**src/rtl/ours_arb_pkg.sv**
```systemverilog
`default_nettype none
// ============================================================================
//  Module      : ours_arb_pkg
//  Description : Shared types and helpers for the arbiter family.
//  Revision    : 1.0 - initial release
// ============================================================================
package ours_arb_pkg;

    // Arbiter FSM: free arbitration, first beat stalled, mid-packet lock
    typedef enum logic [1:0] {
        ST_ARB  = 2'd0,
        ST_HOLD = 2'd1,
        ST_PKT  = 2'd2
    } wrr_arb_st_t;

    // Index width that never collapses to zero bits for a single requester
    function automatic int clog2_min1(input int n);
        return (n <= 1) ? 1 : $clog2(n);
    endfunction

endpackage
`default_nettype wire

```
**src/rtl/ours_rr_first_pick.sv**
```systemverilog
`default_nettype none
// ============================================================================
//  Module      : ours_rr_first_pick
//  Description : Rotating first-one search. Returns the first asserted bit of
//                vec scanning start, start+1, ... with wrap modulo N.
//  Revision    : 1.0 - initial release
// ============================================================================
module ours_rr_first_pick
    import ours_arb_pkg::*;
#(
    parameter int N    = 4,
    parameter int ID_W = clog2_min1(N)
) (
    input  logic [N-1:0]    vec,
    input  logic [ID_W-1:0] start,
    output logic [N-1:0]    pick,
    output logic [ID_W-1:0] id,
    output logic            any
);

    // Bit j of the rotated vector is vec[(start + j) mod N]
    logic [N-1:0] w_rot;

    // Position start+j folded back into 0..N-1
    function automatic logic [ID_W-1:0] wrap_add(input logic [ID_W-1:0] s, input int j);
        int t;
        t = int'(s) + j;
        if (t >= N) begin
            t = t - N;
        end
        return ID_W'(t);
    endfunction

    // Rotate so the priority start lands on bit 0
    assign w_rot = N'({vec, vec} >> start);

    // Lowest set bit of the rotated vector, mapped back to a channel index
    always_comb begin
        id  = '0;
        any = 1'b0;
        for (int j = 0; j < N; j++) begin
            if (!any && w_rot[j]) begin
                any = 1'b1;
                id  = wrap_add(start, j);
            end
        end
        pick = any ? (N'(1) << id) : '0;
    end

endmodule
`default_nettype wire

```
**src/rtl/ours_vld_rdy_wrr_pkt_arb.sv**
```systemverilog
`default_nettype none
// ============================================================================
//  Module      : ours_vld_rdy_wrr_pkt_arb
//  Description : Weighted round-robin valid/ready arbiter with packet locking,
//                grant hold under backpressure and integrated data/ID mux.
//  Revision    : 1.0 - initial release
// ============================================================================
module ours_vld_rdy_wrr_pkt_arb
    import ours_arb_pkg::*;
#(
    parameter int  N_INPUT  = 4,
    parameter int  DATA_W   = 64,
    parameter int  WEIGHT_W = 4,
    localparam int ID_W     = clog2_min1(N_INPUT)
) (
    input  logic                         clk,
    input  logic                         rstn,
    input  logic [N_INPUT-1:0]           in_vld,
    input  logic [N_INPUT-1:0]           in_last,
    input  logic [N_INPUT*DATA_W-1:0]    in_data,
    output logic [N_INPUT-1:0]           in_rdy,
    input  logic [N_INPUT*WEIGHT_W-1:0]  weight,
    output logic                         out_vld,
    output logic                         out_last,
    output logic [DATA_W-1:0]            out_data,
    output logic [ID_W-1:0]              out_id,
    input  logic                         out_rdy,
    output logic [N_INPUT-1:0]           grt
);

    localparam logic [ID_W-1:0]     c_last_init = ID_W'(N_INPUT - 1);
    localparam logic [ID_W-1:0]     c_one_id    = ID_W'(1);
    localparam logic [WEIGHT_W-1:0] c_one_w     = WEIGHT_W'(1);
    localparam logic [WEIGHT_W:0]   c_one_n     = {{WEIGHT_W{1'b0}}, 1'b1};

    wrr_arb_st_t          rff_state;
    wrr_arb_st_t          w_state_nxt;
    logic [ID_W-1:0]      rff_owner;
    logic [ID_W-1:0]      w_owner_nxt;
    logic [ID_W-1:0]      rff_last_id;
    logic [ID_W-1:0]      w_last_id_nxt;
    logic [WEIGHT_W-1:0]  rff_cnt;
    logic [WEIGHT_W-1:0]  w_cnt_nxt;

    logic [ID_W-1:0]      w_ps;
    logic [N_INPUT-1:0]   w_win_oh;
    logic [ID_W-1:0]      w_win_id;
    logic                 w_win_any;
    logic [N_INPUT-1:0]   w_owner_oh;
    logic                 w_owner_vld;
    logic                 w_beat;
    logic                 w_pkt_done;

    logic [ID_W-1:0]      w_cred_id;
    logic [WEIGHT_W-1:0]  w_weight_sel;
    logic [WEIGHT_W-1:0]  w_ew;
    logic [WEIGHT_W:0]    w_n;
    logic [WEIGHT_W-1:0]  w_cnt_upd;

    // Stay on the last winner while it still has credit, otherwise move past it
    assign w_ps = (rff_cnt != '0) ? rff_last_id
                : ((rff_last_id == c_last_init) ? '0 : rff_last_id + c_one_id);

    ours_rr_first_pick #(
        .N    (N_INPUT),
        .ID_W (ID_W)
    ) u_pick (
        .vec   (in_vld),
        .start (w_ps),
        .pick  (w_win_oh),
        .id    (w_win_id),
        .any   (w_win_any)
    );

    assign w_owner_oh  = N_INPUT'(1) << rff_owner;
    assign w_owner_vld = |(w_owner_oh & in_vld);

    // Credit bookkeeping for whichever channel would finish a packet this cycle
    always_comb begin
        w_cred_id    = (rff_state == ST_ARB) ? w_win_id : rff_owner;
        w_weight_sel = '0;
        for (int i = 0; i < N_INPUT; i++) begin
            if (ID_W'(i) == w_cred_id) begin
                w_weight_sel = weight[i*WEIGHT_W +: WEIGHT_W];
            end
        end
        w_ew      = (w_weight_sel == '0) ? c_one_w : w_weight_sel;
        w_n       = ((w_cred_id == rff_last_id) ? {1'b0, rff_cnt} : '0) + c_one_n;
        w_cnt_upd = (w_n >= {1'b0, w_ew}) ? '0 : w_n[WEIGHT_W-1:0];
    end

    // Grant selection, handshake outputs and next-state decisions
    always_comb begin
        grt           = w_win_oh;
        out_id        = w_win_id;
        w_state_nxt   = rff_state;
        w_owner_nxt   = rff_owner;
        w_last_id_nxt = rff_last_id;
        w_cnt_nxt     = rff_cnt;

        case (rff_state)
            ST_HOLD, ST_PKT: begin
                grt    = w_owner_oh & in_vld;
                out_id = w_owner_vld ? rff_owner : '0;
            end
            default: begin
                grt    = w_win_oh;
                out_id = w_win_any ? w_win_id : '0;
            end
        endcase

        out_vld    = |grt;
        out_last   = |(grt & in_last);
        w_beat     = out_vld & out_rdy;
        w_pkt_done = w_beat & out_last;

        case (rff_state)
            ST_ARB: begin
                if (w_pkt_done) begin
                    w_last_id_nxt = w_cred_id;
                    w_cnt_nxt     = w_cnt_upd;
                end else if (w_beat) begin
                    w_owner_nxt = w_win_id;
                    w_state_nxt = ST_PKT;
                end else if (out_vld) begin
                    w_owner_nxt = w_win_id;
                    w_state_nxt = ST_HOLD;
                end
            end
            ST_HOLD: begin
                if (w_pkt_done) begin
                    w_last_id_nxt = w_cred_id;
                    w_cnt_nxt     = w_cnt_upd;
                    w_state_nxt   = ST_ARB;
                end else if (w_beat) begin
                    w_state_nxt = ST_PKT;
                end else if (!w_owner_vld) begin
                    // Owner withdrew a stalled beat: release without charging credit
                    w_state_nxt = ST_ARB;
                end
            end
            ST_PKT: begin
                if (w_pkt_done) begin
                    w_last_id_nxt = w_cred_id;
                    w_cnt_nxt     = w_cnt_upd;
                    w_state_nxt   = ST_ARB;
                end
            end
            default: begin
                w_state_nxt = ST_ARB;
            end
        endcase
    end

    assign in_rdy = grt & {N_INPUT{out_rdy}};

    // AND-OR payload mux; zero when nothing is granted
    always_comb begin
        out_data = '0;
        for (int i = 0; i < N_INPUT; i++) begin
            out_data = out_data | (in_data[i*DATA_W +: DATA_W] & {DATA_W{grt[i]}});
        end
    end

    // FSM, lock owner and credit registers
    always_ff @(posedge clk) begin
        if (!rstn) begin
            rff_state   <= ST_ARB;
            rff_owner   <= '0;
            rff_last_id <= c_last_init;
            rff_cnt     <= '0;
        end else begin
            rff_state   <= w_state_nxt;
            rff_owner   <= w_owner_nxt;
            rff_last_id <= w_last_id_nxt;
            rff_cnt     <= w_cnt_nxt;
        end
    end

endmodule
`default_nettype wire

```
**config.mk**
```make
export PLATFORM = sky130hd
export DESIGN_NAME = ours_vld_rdy_wrr_pkt_arb
export DESIGN_NICKNAME = d
export VERILOG_FILES = /design/src/rtl/ours_arb_pkg.sv /design/src/rtl/ours_rr_first_pick.sv /design/src/rtl/ours_vld_rdy_wrr_pkt_arb.sv
export SDC_FILE = /design/constraint.sdc
export NUM_CORES = 1
export LEC_CHECK = 0
export ABC_AREA = 1
export BUFFER_PORTS_ARGS = -buffer_cell sky130_fd_sc_hd__buf_2
export CORE_AREA = 2 2 140 142
export DETAILED_ROUTE_END_ITERATION = 12
export DIE_AREA = 0 0 142 144
export PLACE_DENSITY = 0.56
export SLEW_MARGIN = 0
export SYNTH_ARGS = -nofsm -noshare
export SYNTH_HDL_FRONTEND = slang
export SYNTH_HIERARCHICAL = 1
export SYNTH_SLANG_ARGS = --single-unit
```
**constraint.sdc**
```tcl
create_clock -name clk -period 3.6 [get_ports clk]
set_clock_uncertainty 0.05 [all_clocks]
set_input_delay 0.18 -clock clk [delete_from_list [all_inputs] [get_ports clk]]
set_output_delay 0.18 -clock clk [all_outputs]
set_load 0.03 [all_outputs]
```
# Word level (Yosys, flattened, before mapping)
# Cells that the tools add are included.
[word_totals]
reg_bits = 10
input_bits = 283
output_inout_bits = 76
[classes]
add_sub_neg = 9
order_cmp = 5
eq_ne = 11
shift = 3
mux = 37
n_bitwise = 13
n_reduce_logical = 19
[ops]
columns = ["operator", "n"]
rows = [
  ["AND 64 bit", 4],
  ["bitwise OR 64 bit", 3],
  ["two-way mux 2 bit", 23],
  ["two-way mux 4 bit", 9],
  ["AND 4 bit", 3],
  ["OR reduction 4 bit", 3],
  [">= comparator 3 bit, second input constant", 3],
  ["<< shifter 1 x 2 -> 4 bit, first input constant", 2],
  [">> shifter 8 x 2 -> 4 bit", 1],
  ["subtractor 2 x 1 -> 2 bit, second input constant", 4],
  ["adder 2 x 2 -> 3 bit, second input constant", 2],
  ["one-hot mux 2 bit (3 select lines)", 1],
  ["adder 4 x 1 -> 5 bit, second input constant", 1],
  [">= comparator 5 x 4 -> 1 bit", 1],
  ["equality test 2 bit, first input constant", 2],
  ["equality test 2 bit, second input constant", 2],
  ["zero test 2 bit", 2],
  ["zero test 4 bit", 1],
  ["two-way mux 1 bit", 4],
  ["!= test 2 bit, second input constant", 2],
  ["!= test 4 bit, second input constant", 1],
  ["AND reduction 4 bit", 1],
  ["nonzero test 4 bit", 1],
  ["adder 2 x 1 -> 3 bit, second input constant", 1],
  ["15 further kinds", 20],
]

# Logic depth before layout (Yosys ltp)
# Gate-level depths: netlist of the first run.
[logic_depth]
ltp_word = 24
ltp_mapped = 36
mapped_depth_nobuf = 35

# Hierarchy
# The synthesis of the first run kept the hierarchy.
[by_module_without_submodules]
columns = ["module", "instances", "cells_per_inst", "area_per_inst_um2"]
rows = [
  ["ours_vld_rdy_wrr_pkt_arb", 1, 552, 2687.6],
  ["ours_rr_first_pick", 1, 65, 346.6],
]

# Least setup slack after synthesis of the first run
# Ideal clock, no wire load.
[synth_timing]
kind = "reg-to-reg"
startpoint = "register rff_cnt[3]"
endpoint = "register rff_cnt[2]"
setup_time_ns = 0.070
arrival_ns = 3.686
required_time_ns = 3.480
setup_slack_ns = -0.206
path_stages_with_launch = 32
path_buffers = 0
cell_sequence = "dfxtp_1 > nor4_1 > o21ai_0 > inv_2 > nand3_2 > nand2_4 > nor2_2 > nand2_2 > nand2_1 > nor2_2 > nand2_1 > o21ai_2 > nand2_1 > nand2_1 > inv_1 > nand2_2 > inv_2 > nand2_1 > inv_1 > ha_1 > inv_1 > nand2_1 > nand2_1 > inv_1 > ha_1 > nand3_1 > nand3b_1 > a21oi_1 > nand2_1 > inv_2 > nand3_1 > a21oi_1"
[synth_via]
elab_chain_len = 23
[synth_rtl]
columns = ["element", "line_no", "text"]
rows = [
  ["start, declared", "ours_vld_rdy_wrr_pkt_arb.sv:42", "logic [WEIGHT_W-1:0] rff_cnt;"],
  ["start signal, assigned", "ours_vld_rdy_wrr_pkt_arb.sv:176", "rff_cnt <= w_cnt_nxt;"],
  ["nonzero test 4 bit (*)", "ours_vld_rdy_wrr_pkt_arb.sv:61", "assign w_ps = (rff_cnt != '0) ? rff_last_id"],
  ["two-way mux 2 bit (*)", "ours_vld_rdy_wrr_pkt_arb.sv:61", ""],
  ["via w_ps[1]", "ours_vld_rdy_wrr_pkt_arb.sv:45", "logic [ID_W-1:0] w_ps;"],
  ["branches (longest 10 deep; another with adder 2 x 1 -> 3 bit)", "--", ""],
  ["two-way mux 2 bit (*)", "ours_rr_first_pick.sv:42", "if (!any && w_rot[j]) begin"],
  ["via w_win_id[1]", "ours_vld_rdy_wrr_pkt_arb.sv:47", "logic [ID_W-1:0] w_win_id;"],
  ["two-way mux 2 bit", "ours_vld_rdy_wrr_pkt_arb.sv:80", "w_cred_id = (rff_state == ST_ARB) ? w_win_id : rff_owner;"],
  ["zero test 2 bit", "ours_vld_rdy_wrr_pkt_arb.sv:83", "if (ID_W'(i) == w_cred_id) begin"],
  ["two-way mux 4 bit (4 in a row)", "ours_vld_rdy_wrr_pkt_arb.sv:83", ""],
  ["zero test 4 bit", "ours_vld_rdy_wrr_pkt_arb.sv:87", "w_ew = (w_weight_sel == '0) ? c_one_w : w_weight_sel;"],
  ["two-way mux 4 bit", "ours_vld_rdy_wrr_pkt_arb.sv:87", ""],
  [">= comparator 5 x 4 -> 1 bit", "ours_vld_rdy_wrr_pkt_arb.sv:89", "w_cnt_upd = (w_n >= {1'b0, w_ew}) ? '0 : w_n[WEIGHT_W-1:0];"],
  ["two-way mux 4 bit", "ours_vld_rdy_wrr_pkt_arb.sv:89", ""],
]
# Mark *: on every way through the listed nets, which the timed path passes.
# A chain may end at the register's enable or synchronous reset.

# Worst setup path after layout of the first run
[layout_timing]
startpoint = "register rff_cnt[2]"
endpoint = "register rff_cnt[1]"
# Same word-level chain as after synthesis.

==> results.md, run 1 <==
* Max Fanout on Critical Path at 7
* Async SR Flop Fraction at 0
* Hold Fails Final Rpt at 0
* Die Y at 144 µm
* Final setup TNS at -0.343 ns
* Most common cell after layout, fill and taps aside: nand2_1
* Clock Path Buffers at 2
* CTS Buf Count at 3
* CP Data Arrival Time at 3.82 ns
* Register area at 205 µm²
* Dpl hpwl at 16,700 µm
* Core Util, Final at 0.327
* Seq cells post-synth at 10
* Minimum clock period at 3.69 ns
* Average cell area after synthesis at 4.92 µm²
* RSZ-0062 raised after global routing: true
* Worst hold path class: in2reg
* Commonest cells after routing, fill and taps aside: nand2_1 (309), buf_2 (295), nand4_1 (70), buf_4 (68), clkbuf_4 (34)
* Sink Count at 10
* Ports at 359
* CP Capture Type: register
* GRT Util Overall at 0.177
* Final setup fails at 4
* Mapped Cells at 617
* 1st-pass router iterations at 4
* Area of the core at 19,100 µm²
* Via count at 5,597
* Dominant synthesized flop cell: dfxtp_1
* Filler instances at 2,151
* CTS tree: yes
* Total grt overflow at 0
* Routed WL at 21,200 µm
* Delay of the slowest critical-path stage at 0.34 ns
* Number of flops mapped to enable cells by yosys at 0
* DR WL/cell at 16.9 µm
* Final ANT Viol Nets at 0
* Slowest-stage cell, CP: dfxtp_4
* Post-synthesis instance area at 3030 µm²
* Port Buf Inserts at 358
* Worst setup SP type: register
* Failing checks: negative setup slack
* WHS at 0.163 ns
* Status: finished, violations left
* Via density at 4.46
* Ant. Diodes at 0
* Crit share post-route at 1.03
* Placed cell count at 1,223
* GP Congestion at 0.855
* Clock latency on the worst-skew pair at 0.24 ns
* Number of distinct library cells after synthesis at 34
* CP most frequent cell: nand2_2
* Global-route wire length before repair at 27,700 µm
* Synthesis-to-layout area growth at 106%
* Critical Path RT at 3.73 ns
* Max-cap violations at 0
* Antenna violations before repair at 0
* Initial core utilization at 0.159
* Post-Synthesis Net Count at 911
* Non-filler cells, final at 1,254
* Share of the yosys chip area belonging to registers at 0.0660
* Die X-Extent at 142 µm
* Vias in the first global route at 4,946
* H-tree Lvls at 1
* Die area at 20,400 µm²
* Worst-path clk slew at 0.04 ns
* Setup ws final at -0.0938 ns
* Yosys Warn Count at 6
* Max Fclk at 271 MHz
* Multi-input gate area at 2790 µm²
* Worst-margin pin slew at 0.375 ns
* Iteration-0 DRC Markers at 271
* Root buf cell: clkbuf_16
* Max-slew violations at 0
* Nets at 1,311
* Rows at 51
* Residual DRC at 0
* Largest net degree at the start of global routing at 48
* Setup Crit Path Kind: reg2reg
* Relative slew slack at 0.748
* Share of layout cells above drive strength 1 at 0.517
-- through the flow --
step | area [µm²] | setup slack [ns]
after floorplan | 3110 | 0.00856
after global placement | 5430 | -0.0979
after detailed placement | 5430 | -0.131
after CTS | 5780 | -0.0588
after global routing | 6240 | -0.458
final | 6240 | -0.0938
-- timing repair --
item	in CTS	in global routing
gates cloned	1	5
pin swaps	32	23
hold buffers	0	0
setup buffers	15	6
resized for setup	39	128
endpoints found under the hold margin	0	0
endpoints found under the setup margin	5	72
-- worst max-delay path, delay by kind of cell (launching register included) --
kind	cells	cell delay, ns
compound gates	4	0.44
xor+xnor	1	0.21
fa+ha+maj	2	0.35
buf+inv	7	0.57
flops	1	0.34
simple gates	19	1.66
-- synth_stat cells, types with 3 or more instances --
cell type,instances,area [µm²]
nand2_1,328,1230
nand4_1,70,438
nand3_1,37,185
inv_1,31,116
nor2_1,29,109
buf_2,14,70.1
clkbuf_1,14,52.6
nand2_2,13,81.3
a21oi_1,11,55.1
ha_1,11,138
dfxtp_1,10,200
inv_2,8,30.0
o21ai_0,6,30.0
nor2_2,4,25.0
nand3_2,3,30.0
nor2_4,3,33.8
o21ai_1,3,15.0
or2_1,3,18.8
-- final cells by class --
| type | count | area share |
|---|---|---|
| sequential | 10 | 0.0329 |
| clock buffer | 4 | 0.0126 |
| inverter | 42 | 0.0297 |
| multi-input combinational | 535 | 0.447 |
| tap | 238 | 0.0477 |
| timing repair buffer | 425 | 0.430 |
-- cells by family (layout without fill, tap and decap cells) --
kind of cell,Yosys count,in the layout,synth area share
and+or+nand+nor,495,495,0.724
buffers and inverters,72,471,0.102
AOI/OAI and AO/OA,27,27,0.0544
adders and majority gates,11,11,0.0454
DFF,10,10,0.0660
xor gates and xnor gates,2,2,0.00825
-- sequential cells by signal, indices dropped and copies added (netlist names) --
name         cells
rff_last_id      2
rff_owner        2
rff_cnt          4
rff_state        2
-- metal layers --
metal,routed length [µm],global-route usage,share of wire
met3,2160,0.0619,0.10
met5,0,0,0
met1,9500,0.240,0.45
met2,9430,0.283,0.45
met4,87,0.0100,0.0041
-- path summary, 6_finish.rpt --
kind / start / endpoint / slack [ns] / depth (start not counted)
max reg2reg: rff_cnt[2] / rff_cnt[1] / -0.09 / 33
min reg2reg: rff_last_id[0] / rff_last_id[0] / 0.49 / 2
min: rstn / rff_state[0] / 0.16 / 3
max: rff_cnt[2] / rff_cnt[1] / -0.09 / 33
Power of run 1 is left out: the tool's default activity adds up to more than one toggle a clock period on the data nets, which glitch-free logic cannot reach.
==> run 2, diff against run 1 <==
- clock period: 3.6 -> 3.3 ns (I/O delays scaled with it)
==> run 2 against run 1 <==
The run still ends with negative setup slack left. Via count up 1.3%. Worst setup slack worse by 0.27 ns. Hold slack worse by 0.0048 ns. Final area up 5.2%. Fmax up 0.81%. Count of clock-buffer cells in the layout unchanged. Utilization up 1.7 points. Sequential share of layout area down 0.16 points. Flip-flop and latch count unchanged.
==> results.md, run 2 (synthesis results as in run 1) <==
* Iteration-0 DRC Markers at 273
* 1st-pass router iterations at 4
* Ports at 359
* Clock latency on the worst-skew pair at 0.24 ns
* Multi-input gate area at 2780 µm²
* Setup ws final at -0.364 ns
* Max-slew violations at 0
* Die Y at 144 µm
* Max Fclk at 273 MHz
* Final ANT Viol Nets at 0
* Status: finished, violations left
* Share of layout cells above drive strength 1 at 0.523
* Clock Path Buffers at 2
* Setup Crit Path Kind: reg2reg
* GRT Util Overall at 0.183
* Sink Count at 10
* Via density at 4.48
* CP most frequent cell: nand2_2
* Final setup fails at 76
* Worst setup SP type: register
* Commonest cells after routing, fill and taps aside: nand2_1 (305), buf_2 (288), nand4_1 (70), buf_4 (62), buf_6 (59)
* Minimum clock period at 3.66 ns
* Max-cap violations at 0
* Area of the core at 19,100 µm²
* Delay of the slowest critical-path stage at 0.33 ns
* Failing checks: negative setup slack
* Register area at 205 µm²
* Relative slew slack at 0.759
* Dpl hpwl at 17,200 µm
* Largest register FFs at 4
* Die area at 20,400 µm²
* Nets at 1,322
* Port Buf Inserts at 358
* Root buf cell: clkbuf_16
* Filler instances at 2,117
* Worst hold path class: in2reg
* Worst-margin pin slew at 0.358 ns
* Crit share post-route at 1.11
* H-tree Lvls at 1
* GP Congestion at 0.850
* CTS Buf Count at 3
* Vias in the first global route at 5,068
* Global-route wire length before repair at 28,400 µm
* CP Capture Type: register
* Synthesis-to-layout area growth at 116%
* Residual DRC at 0
* Max Fanout on Critical Path at 7
* WHS at 0.159 ns
* Most common cell after layout, fill and taps aside: nand2_1
* Die X-Extent at 142 µm
* Largest net degree at the start of global routing at 40
* Routed WL at 21,300 µm
* CTS tree: yes
* Hold Fails Final Rpt at 0
* CTS Hold Bufs at 0
* CP Data Arrival Time at 3.78 ns
* Worst-path clk slew at 0.04 ns
* RSZ-0062 raised after global routing: true
* Initial core utilization at 0.159
* Largest reg by FF count: rff_cnt
* Rows at 51
* DR WL/cell at 16.9 µm
* Via count at 5,670
* Total grt overflow at 0
* Core Util, Final at 0.344
* Critical Path RT at 3.42 ns
* Antenna violations before repair at 1
* Slowest-stage cell, CP: dfxtp_2
==> run 2: worst max-delay path: cells and delay by family, from the launching register on <==
family	cells	cell delay [ns]
adder cells (fa/ha/maj)	2	0.35
AO/OA/AOI/OAI	4	0.43
flip-flops	1	0.33
buffers and inverters	7	0.58
XOR/XNOR	1	0.19
AND/OR/NAND/NOR	19	1.64
==> run 2: path summary, 6_finish.rpt <==
| kind | from | endpoint | slack, ns | cells past startpoint |
|---|---|---|---|---|
| max | rff_cnt[3] | rff_cnt[3] | -0.36 | 33 |
| min | rstn | rff_state[0] | 0.16 | 3 |
| max reg2reg | rff_cnt[3] | rff_cnt[3] | -0.36 | 33 |
| min reg2reg | rff_state[0] | rff_state[0] | 0.49 | 2 |
==> run 2: repair_timing <==
action,4_1_cts,5_1_grt
buffers inserted,13,6
resized for setup,150,45
pin swaps,52,17
endpoints found under the hold margin,0,0
setup endpoints to repair,70,83
cloned,3,3
==> run 2: routing by layer <==
| metal | up-vias | part of all wire | global-route usage |
|---|---|---|---|
| li1 | 2834 | - | - |
| met1 | 2584 | 0.42 | 0.239 |
| met2 | 238 | 0.46 | 0.294 |
| met3 | 14 | 0.11 | 0.0722 |
| met4 | 0 | 0.0095 | 0.0158 |
| met5 | - | 0 | 0 |
==> run 2: stage by stage <==
step / std cells / cell area (µm²) / setup slack [ns] / TNS, ns
floorplan: 617 / 3110 / -0.291 / -1.14
global placement: 1236 / 5560 / -0.376 / -1.50
detailed placement: 1236 / 5560 / -0.459 / -2.01
CTS: 1256 / 6310 / -0.350 / -5.24
global route: 1265 / 6570 / -0.783 / -32.81
finish: 1266 / 6570 / -0.364 / -10.73
==> run 2: area by class of cell <==
class | instances | share of cell area
sequential | 10 | 0.0312
clock buffer | 4 | 0.0135
inverter | 42 | 0.0274
multi-input combinational | 535 | 0.424
tap | 238 | 0.0453
timing repair buffer | 436 | 0.459
antenna | 1 | 0.000381
Power of run 2 is left out for the same reason.
